**config.mk**
```make
export PLATFORM = sky130hd
export DESIGN_NAME = data_memory_sized_flat
export DESIGN_NICKNAME = d
export VERILOG_FILES = /design/src/rtl/data_memory_sized_pkg.sv /design/src/rtl/data_memory_sized_if.sv /design/src/rtl/data_memory_sized_load_align.sv /design/src/rtl/data_memory_sized.sv /design/src/flat_wrapper.sv
export SDC_FILE = /design/constraint.sdc
export NUM_CORES = 2
export LEC_CHECK = 0
export BUFFER_PORTS_ARGS = -buffer_cell sky130_fd_sc_hd__buf_2
export CAP_MARGIN = 20
export CORE_ASPECT_RATIO = 0.5
export CORE_MARGIN = 3
export CORE_UTILIZATION = 45
export DETAILED_ROUTE_END_ITERATION = 8
export PLACE_DENSITY_LB_ADDON = 0.2
export SLEW_MARGIN = 0
export SYNTH_ARGS = -nofsm -noshare
export SYNTH_HDL_FRONTEND = slang
export SYNTH_SLANG_ARGS = --single-unit
export TNS_END_PERCENT = 50
```
**constraint.sdc**
```tcl
create_clock -name clk -period 3.6 [get_ports clk]
set_input_delay 0.36 -clock clk [delete_from_list [all_inputs] [get_ports clk]]
set_output_delay 0.36 -clock clk [all_outputs]
set_load 0.03 [all_outputs]
```
**src/rtl/data_memory_sized_pkg.sv**
```systemverilog
// Shared encodings for the sized data memory: access sizes, controller states
// and the alignment rule used by both the store and load paths.
// Pure declarations, no logic state.
package mem_pkg;

  localparam logic [1:0] MEM_SIZE_BYTE = 2'b00;
  localparam logic [1:0] MEM_SIZE_HALF = 2'b01;
  localparam logic [1:0] MEM_SIZE_WORD = 2'b10;
  localparam logic [1:0] MEM_SIZE_RSVD = 2'b11;

  typedef enum logic {
    CLEAR = 1'b0,
    READY = 1'b1
  } state_e;

  // A request is rejected when its size is reserved or its byte offset does
  // not match the natural alignment of the access.
  function automatic logic size_error(input logic [1:0] size, input logic [1:0] offset);
    logic err;
    case (size)
      MEM_SIZE_BYTE: err = 1'b0;
      MEM_SIZE_HALF: err = offset[0];
      MEM_SIZE_WORD: err = (offset != 2'b00);
      default:       err = 1'b1;
    endcase
    return err;
  endfunction

endpackage

```
**src/rtl/data_memory_sized_if.sv**
```systemverilog
// Request/response bundle between the memory stage and the data memory.
// The pipeline side uses the master modport, the memory the slave modport.
// Requests follow valid/ready; responses are single-cycle pulses.
interface data_memory_sized_if;

  logic        req_valid;
  logic        req_ready;
  logic        req_write;
  logic [1:0]  req_size;
  logic        req_unsigned;
  logic [31:0] address;
  logic [31:0] write_data;
  logic        resp_valid;
  logic [31:0] read_data;
  logic        resp_error;

  modport master (
    output req_valid, req_write, req_size, req_unsigned, address, write_data,
    input  req_ready, resp_valid, read_data, resp_error
  );

  modport slave (
    input  req_valid, req_write, req_size, req_unsigned, address, write_data,
    output req_ready, resp_valid, read_data, resp_error
  );

endinterface

```
**src/rtl/data_memory_sized_load_align.sv**
```systemverilog
// Load alignment: picks the addressed byte/halfword out of a raw 32-bit word
// and sign- or zero-extends it. Purely combinational, no backpressure.
// Kept separate so a future cache can reuse the same extraction.
module mem_load_align
  import mem_pkg::*;
(
  input  logic [31:0] word_i,
  input  logic [1:0]  offset_i,
  input  logic [1:0]  size_i,
  input  logic        unsigned_i,
  output logic [31:0] data_o
);

  logic [31:0] byte_shift;
  logic [31:0] half_shift;
  logic [7:0]  byte_sel;
  logic [15:0] half_sel;

  // Little-endian: offset 0 is bits [7:0], halfwords sit on 2-byte boundaries.
  assign byte_shift = word_i >> {offset_i, 3'b000};
  assign half_shift = word_i >> {offset_i[1], 4'b0000};
  assign byte_sel   = byte_shift[7:0];
  assign half_sel   = half_shift[15:0];

  // Extend the selected lanes; reserved size yields zero (it is an error anyway).
  always_comb begin
    data_o = '0;
    case (size_i)
      MEM_SIZE_BYTE: data_o = {{24{~unsigned_i & byte_sel[7]}}, byte_sel};
      MEM_SIZE_HALF: data_o = {{16{~unsigned_i & half_sel[15]}}, half_sel};
      MEM_SIZE_WORD: data_o = word_i;
      default:       data_o = '0;
    endcase
  end

endmodule

```
**src/rtl/data_memory_sized.sv**
```systemverilog
// Byte-addressed little-endian data memory with sized, extended loads.
// Load latency 1 cycle (registered response), full throughput when ready.
// req_ready is low while the post-reset clear sweep runs; no other stalls.
module data_memory_sized
  import mem_pkg::*;
#(
  parameter int ADDR_WIDTH = 8
) (
  input  logic                 clk,
  input  logic                 reset,
  data_memory_sized_if.slave   bus
);

  localparam int WORDS = 2 ** (ADDR_WIDTH - 2);
  localparam int IDXW  = (ADDR_WIDTH > 2) ? ADDR_WIDTH - 2 : 1;
  localparam logic [IDXW-1:0] LAST_IDX = IDXW'(WORDS - 1);

  state_e          state_q, state_d;
  logic [IDXW-1:0] clear_idx_q, clear_idx_d;
  logic            ready;

  // Storage: one array per byte lane so a word clear or any store is a single
  // write per lane. No reset here; the clear sweep initialises it.
  logic [7:0] mem_q [4][WORDS];

  logic [ADDR_WIDTH-1:0] eff_addr;
  logic [1:0]            offset;
  logic [IDXW-1:0]       word_idx;
  logic                  unused_addr_hi;

  logic        accept;
  logic        req_err;
  logic        store_ok;
  logic [3:0]  lane_we;
  logic [7:0]  lane_wdat [4];
  logic [1:0]  lane_rel [4];
  logic [IDXW-1:0] wr_idx;

  logic [31:0] raw_word;
  logic [31:0] load_val;

  logic        resp_valid_q, resp_valid_d;
  logic        resp_error_q, resp_error_d;
  logic [31:0] read_data_q, read_data_d;

  // Address wraps modulo the memory depth; upper bits are deliberately ignored.
  assign eff_addr       = bus.address[ADDR_WIDTH-1:0];
  assign offset         = eff_addr[1:0];
  assign unused_addr_hi = ^bus.address[31:ADDR_WIDTH];

  if (ADDR_WIDTH > 2) begin : g_word_idx
    assign word_idx = eff_addr[ADDR_WIDTH-1:2];
  end else begin : g_word_idx_single
    assign word_idx = '0;
  end

  // Controller state register: reset always restarts the clear sweep at word 0.
  always_ff @(posedge clk) begin
    if (reset) begin
      state_q     <= CLEAR;
      clear_idx_q <= '0;
    end else begin
      state_q     <= state_d;
      clear_idx_q <= clear_idx_d;
    end
  end

  // Next state: sweep every word once, then accept requests indefinitely.
  always_comb begin
    state_d     = state_q;
    clear_idx_d = clear_idx_q;
    ready       = 1'b0;
    case (state_q)
      CLEAR: begin
        clear_idx_d = clear_idx_q + 1'b1;
        if (clear_idx_q == LAST_IDX) begin
          state_d = READY;
        end
      end
      READY: ready = 1'b1;
      default: state_d = CLEAR;
    endcase
  end

  // A request in a reset cycle is dropped so nothing leaks past the restart.
  assign accept   = bus.req_valid & ready & ~reset;
  assign req_err  = size_error(bus.req_size, offset);
  assign store_ok = accept & bus.req_write & ~req_err;
  assign wr_idx   = (state_q == CLEAR) ? clear_idx_q : word_idx;

  // Lane write enables: clearing hits all lanes with zero; a store hits only
  // the lanes covered by its size, taking bytes of write_data in lane order.
  always_comb begin
    lane_we = '0;
    for (int l = 0; l < 4; l++) begin
      lane_wdat[l] = '0;
      lane_rel[l]  = 2'(l) - offset;
      if (state_q == CLEAR && !reset) begin
        lane_we[l] = 1'b1;
      end else if (store_ok) begin
        case (bus.req_size)
          MEM_SIZE_BYTE: lane_we[l] = (lane_rel[l] == 2'd0);
          MEM_SIZE_HALF: lane_we[l] = ~lane_rel[l][1];
          MEM_SIZE_WORD: lane_we[l] = 1'b1;
          default:       lane_we[l] = 1'b0;
        endcase
        lane_wdat[l] = 8'(bus.write_data >> {lane_rel[l], 3'b000});
      end
    end
  end

  // Byte-lane array writes.
  always_ff @(posedge clk) begin
    for (int l = 0; l < 4; l++) begin
      if (lane_we[l]) begin
        mem_q[l][wr_idx] <= lane_wdat[l];
      end
    end
  end

  assign raw_word = {mem_q[3][word_idx], mem_q[2][word_idx],
                     mem_q[1][word_idx], mem_q[0][word_idx]};

  mem_load_align u_align (
    .word_i     (raw_word),
    .offset_i   (offset),
    .size_i     (bus.req_size),
    .unsigned_i (bus.req_unsigned),
    .data_o     (load_val)
  );

  // Response next-state: loads and rejected requests respond; good stores are
  // silent and leave read_data holding the previous response.
  always_comb begin
    resp_valid_d = accept & (~bus.req_write | req_err);
    resp_error_d = resp_error_q;
    read_data_d  = read_data_q;
    if (accept && req_err) begin
      resp_error_d = 1'b1;
      read_data_d  = '0;
    end else if (accept && !bus.req_write) begin
      resp_error_d = 1'b0;
      read_data_d  = load_val;
    end
  end

  // Response registers: reset drops any pending response.
  always_ff @(posedge clk) begin
    if (reset) begin
      resp_valid_q <= 1'b0;
      resp_error_q <= 1'b0;
      read_data_q  <= '0;
    end else begin
      resp_valid_q <= resp_valid_d;
      resp_error_q <= resp_error_d;
      read_data_q  <= read_data_d;
    end
  end

  assign bus.req_ready  = ready;
  assign bus.resp_valid = resp_valid_q;
  assign bus.resp_error = resp_error_q;
  assign bus.read_data  = read_data_q;

endmodule

```
**src/flat_wrapper.sv**
```systemverilog
// flat-port wrapper written by rule: the top's interface ports become plain ports
module data_memory_sized_flat import mem_pkg::*;
#(
  parameter int ADDR_WIDTH = 8
)
  (clk, reset, bus_req_valid, bus_req_write, bus_req_size, bus_req_unsigned, bus_address, bus_write_data, bus_req_ready, bus_resp_valid, bus_read_data, bus_resp_error);
  data_memory_sized_if bus_i ();
  input  logic clk;
  input  logic reset;
  input wire logic [$bits(bus_i.req_valid)-1:0] bus_req_valid;
  input wire logic [$bits(bus_i.req_write)-1:0] bus_req_write;
  input wire logic [$bits(bus_i.req_size)-1:0] bus_req_size;
  input wire logic [$bits(bus_i.req_unsigned)-1:0] bus_req_unsigned;
  input wire logic [$bits(bus_i.address)-1:0] bus_address;
  input wire logic [$bits(bus_i.write_data)-1:0] bus_write_data;
  output wire logic [$bits(bus_i.req_ready)-1:0] bus_req_ready;
  output wire logic [$bits(bus_i.resp_valid)-1:0] bus_resp_valid;
  output wire logic [$bits(bus_i.read_data)-1:0] bus_read_data;
  output wire logic [$bits(bus_i.resp_error)-1:0] bus_resp_error;
  assign bus_i.req_valid = bus_req_valid;
  assign bus_i.req_write = bus_req_write;
  assign bus_i.req_size = bus_req_size;
  assign bus_i.req_unsigned = bus_req_unsigned;
  assign bus_i.address = bus_address;
  assign bus_i.write_data = bus_write_data;
  assign bus_req_ready = bus_i.req_ready;
  assign bus_resp_valid = bus_i.resp_valid;
  assign bus_read_data = bus_i.read_data;
  assign bus_resp_error = bus_i.resp_error;
  data_memory_sized #(.ADDR_WIDTH(ADDR_WIDTH)) u_core (.clk(clk), .reset(reset), .bus(bus_i));
endmodule
```
==> results.json <==
{
  "async_flop_share_pct": 0,
  "path_clk_slew_ps": 60,
  "clkLatencyLatePin_ps": 830,
  "final.fill_count": 13900,
  "rsz0062_at_grt": "false",
  "synth_top_area_share_pct": 74.1,
  "final.min_clock_period_ps": 3330,
  "p_comb_share_pct": 4.1,
  "die_w_um": 613,
  "drt.antenna.violating_nets": 0,
  "syn_nets": 4070,
  "core_area_um2": 182000,
  "setup_viol": 0,
  "ys_types": 71,
  "die_h_um": 310,
  "synth.area.top_cells": "edfxtp_1 (74%), mux4_2 (16%), nor2_1 (1.5%)",
  "start_util_pct": 45.7,
  "max_freq_mhz": 301,
  "p_clk_share_pct": 41.0,
  "grt_first_pass_wirelength_um": 327000,
  "grt_max_degree": 65,
  "area_growth_pct": 15.9,
  "required_ps": 4110,
  "status": "finished, final reports clean",
  "whs_ps": 70.5,
  "ctsLongestPathBuffers": 4,
  "finalHoldViolations": 0,
  "drc": 0,
  "synth_ff_type": "edfxtp_1",
  "synth_edf_count": 2048,
  "gp_routability_congestion": 0.933,
  "slew_headroom_pct": 28.3,
  "clock_skew_ps": 30.6,
  "syn_inst": 3993,
  "viasPerCell": 6.03,
  "cts_setup_buffers": 0,
  "final_net_count": 4644,
  "cts_sinks": 2089,
  "cp-start-kind": "flop",
  "die_area_um2": 190000,
  "arrival_ps": 3840,
  "power_leakage_nw": 36.0,
  "power_density_nw_per_um2": 499,
  "power_mw": 48.0,
  "antenna_found_initial": 5,
  "fin_crit_sh_pct": 92.4,
  "layout-drive-gt1-share_pct": 32.2,
  "io-pin-count": 106,
  "maxSlewViolCount": 0,
  "seq_area_frac_synth_pct": 75.1,
  "fin_util_pct": 53.0,
  "wirelength_um": 230000,
  "firstDrtPassIters": 6,
  "grt_overflow": 0,
  "cts-htree-levels": 4,
  "first_iter_violations": 5592,
  "synth_seq_cells": 2089,
  "hp-class": "input pin to flop",
  "drv_cap": 0,
  "grt_pass1_vias": 43200,
  "grt_usage_pct": 24.4,
  "cts_tree": "built",
  "numPortBuffers": 81,
  "netlist_area_um2": 83000,
  "vdd_ir_drop_max_uv": 388,
  "syn_area_per_cell_um2": 20.8,
  "cellInternalPower_mw": 38.2,
  "endpoint_kind": "flop",
  "wl_per_cell_um": 32.3,
  "critical_path_class": "flop to flop",
  "cp_max_fo": 16,
  "switching_power_mw": 9.85,
  "cts-root-buf": "clkbuf_16",
  "numCtsBuffers": 192,
  "worstMarginPinSlew_ps": 1070,
  "dpl.hpwl_um": 153000,
  "ys_warn_count": 0,
  "p_sw_share_pct": 20.5,
  "rows": 110,
  "synth_top_area_cell": "edfxtp_1",
  "vias": 43000,
  "seqPwrFrac_pct": 54.9
}
[cell usage in the layout (no fill, tap or decap), types with 44 or more instances in the layout]
| cell type | synthesis | layout |
|---|---|---|
| buf_12 | 1 | 81 |
| mux4_2 | 577 | 577 |
| nor2b_1 | 44 | 44 |
| clkbuf_16 | 0 | 194 |
| clkinv_1 | 1 | 44 |
| edfxtp_1 | 2048 | 2048 |
| buf_4 | 37 | 450 |
| buf_2 | 54 | 76 |
| nand2_1 | 154 | 154 |
| clkbuf_1 | 94 | 48 |
| o22ai_1 | 46 | 46 |
| a21oi_1 | 70 | 66 |
| nor2_1 | 324 | 324 |
| mux2i_1 | 120 | 120 |
[per-layer routing]
| layer | global-route usage, % | vias up | routed length [µm] | share of wire [%] |
|---|---|---|---|---|
| li1 | - | 17700 | - | - |
| met1 | 34.5 | 23000 | 95300 | 42 |
| met2 | 37.1 | 1911 | 105000 | 46 |
| met3 | 7.38 | 356 | 22900 | 10 |
| met4 | 6.41 | 4 | 6610 | 2.9 |
| met5 | 0.734 | - | 222 | 0.097 |
[what timing repair did]
| item | in CTS | in global routing |
|---|---|---|
| hold buffers | 3 | 0 |
| gates resized for setup | 0 | 0 |
| hold endpoints to repair | 10 | 0 |
[power groups by stage]
stage	logic (mW)	clock network (mW)	registers [mW]
floorplan	1.14	0	26.9
global placement	1.94	0	26.9
detailed placement	1.95	0	26.9
CTS	1.96	20.0	26.4
global route	2.05	21.0	26.4
finish	1.95	19.7	26.4
[metrics by stage]
step / setup WS, ps / instances / instance area, µm² / setup TNS (ps)
after global routing: 184 / 7120 / 96200 / 0
after global placement: -183 / 6778 / 90200 / -3140
after detailed placement: -185 / 6778 / 90200 / -2990
final: 272 / 7121 / 96200 / 0
after CTS: 345 / 7119 / 96200 / 0
after floorplan: 136 / 3993 / 83000 / 0
[cells in the mapped netlist, drive strengths merged, types with 3 or more instances]
master / instances
edfxtp: 2048
mux4: 577
nor2: 324
nand2: 154
buf: 139
mux2i: 120
clkbuf: 94
a21oi: 71
o22ai: 46
nor2b: 44
o21ai: 42
dfxtp: 41
a211oi: 39
and2: 37
mux2: 37
nor3: 24
nand3: 17
a221oi: 13
a22oi: 12
nand2b: 12
and3: 9
nor4: 7
ha: 6
o211ai: 6
a31oi: 5
inv: 5
a2111oi: 4
a32oi: 4
nor3b: 4
a221o: 3
o2111ai: 3
o21a: 3
o221ai: 3
or2: 3
[sequential cells by signal (all words and copies together) (netlist names)]
name	cells
u_core.bus.read_data	32
u_core.bus.resp_valid	1
u_core.bus.resp_error	1
u_core.state_q	1
u_core.clear_idx_q	6
u_core.mem_q	2048
[kinds of logic (layout without fill, tap and decap cells)]
logic type,after synthesis,after routing,share of synthesized area [%]
buffers and inverters,239,957,1.62
and+or+nand+nor,647,647,3.40
xor gates and xnor gates,3,3,0.0317
adders and majority gates,6,6,0.0904
other,0,2,0
AOI/OAI and AO/OA,275,275,2.17
DFF,2089,2089,75.1
muxes,734,734,17.6
[critical path, cell delays in order, from the launching register on]
cell and delay (ps):
dfxtp_1 440, buf_4 290, mux2_2 400, nor2_1 490, nand2_1 800, nor2_1 330
buf_4 230
[cell type report]
cell class | count | area (µm²) | share of cell area, %
Antenna cell | 2 | 5.00 | 0.00520
Clock buffer | 245 | 5080 | 5.28
Clock inverter | 93 | 832 | 0.865
Inverter | 6 | 25.0 | 0.0260
Multi-Input combinational cell | 1665 | 19400 | 20.2
Sequential cell | 2089 | 62300 | 64.8
Tap cell | 2408 | 3010 | 3.13
Timing Repair Buffer | 613 | 5460 | 5.67
[final timing paths]
check	startpoint	end	slack, ps	cells after the start
min	bus_req_size[0]	u_core.bus.read_data[5]$_SDFFE_PP0P_	70	4
max reg2reg	u_core.state_q$_SDFF_PP0_	u_core.mem_q[1][115]$_DFFE_PP_	270	6
min reg2reg	u_core.bus.read_data[20]$_SDFFE_PP0P_	u_core.bus.read_data[20]$_SDFFE_PP0P_	450	2
max	u_core.state_q$_SDFF_PP0_	u_core.mem_q[1][115]$_DFFE_PP_	270	6
Power figures use the tool's default switching activity.
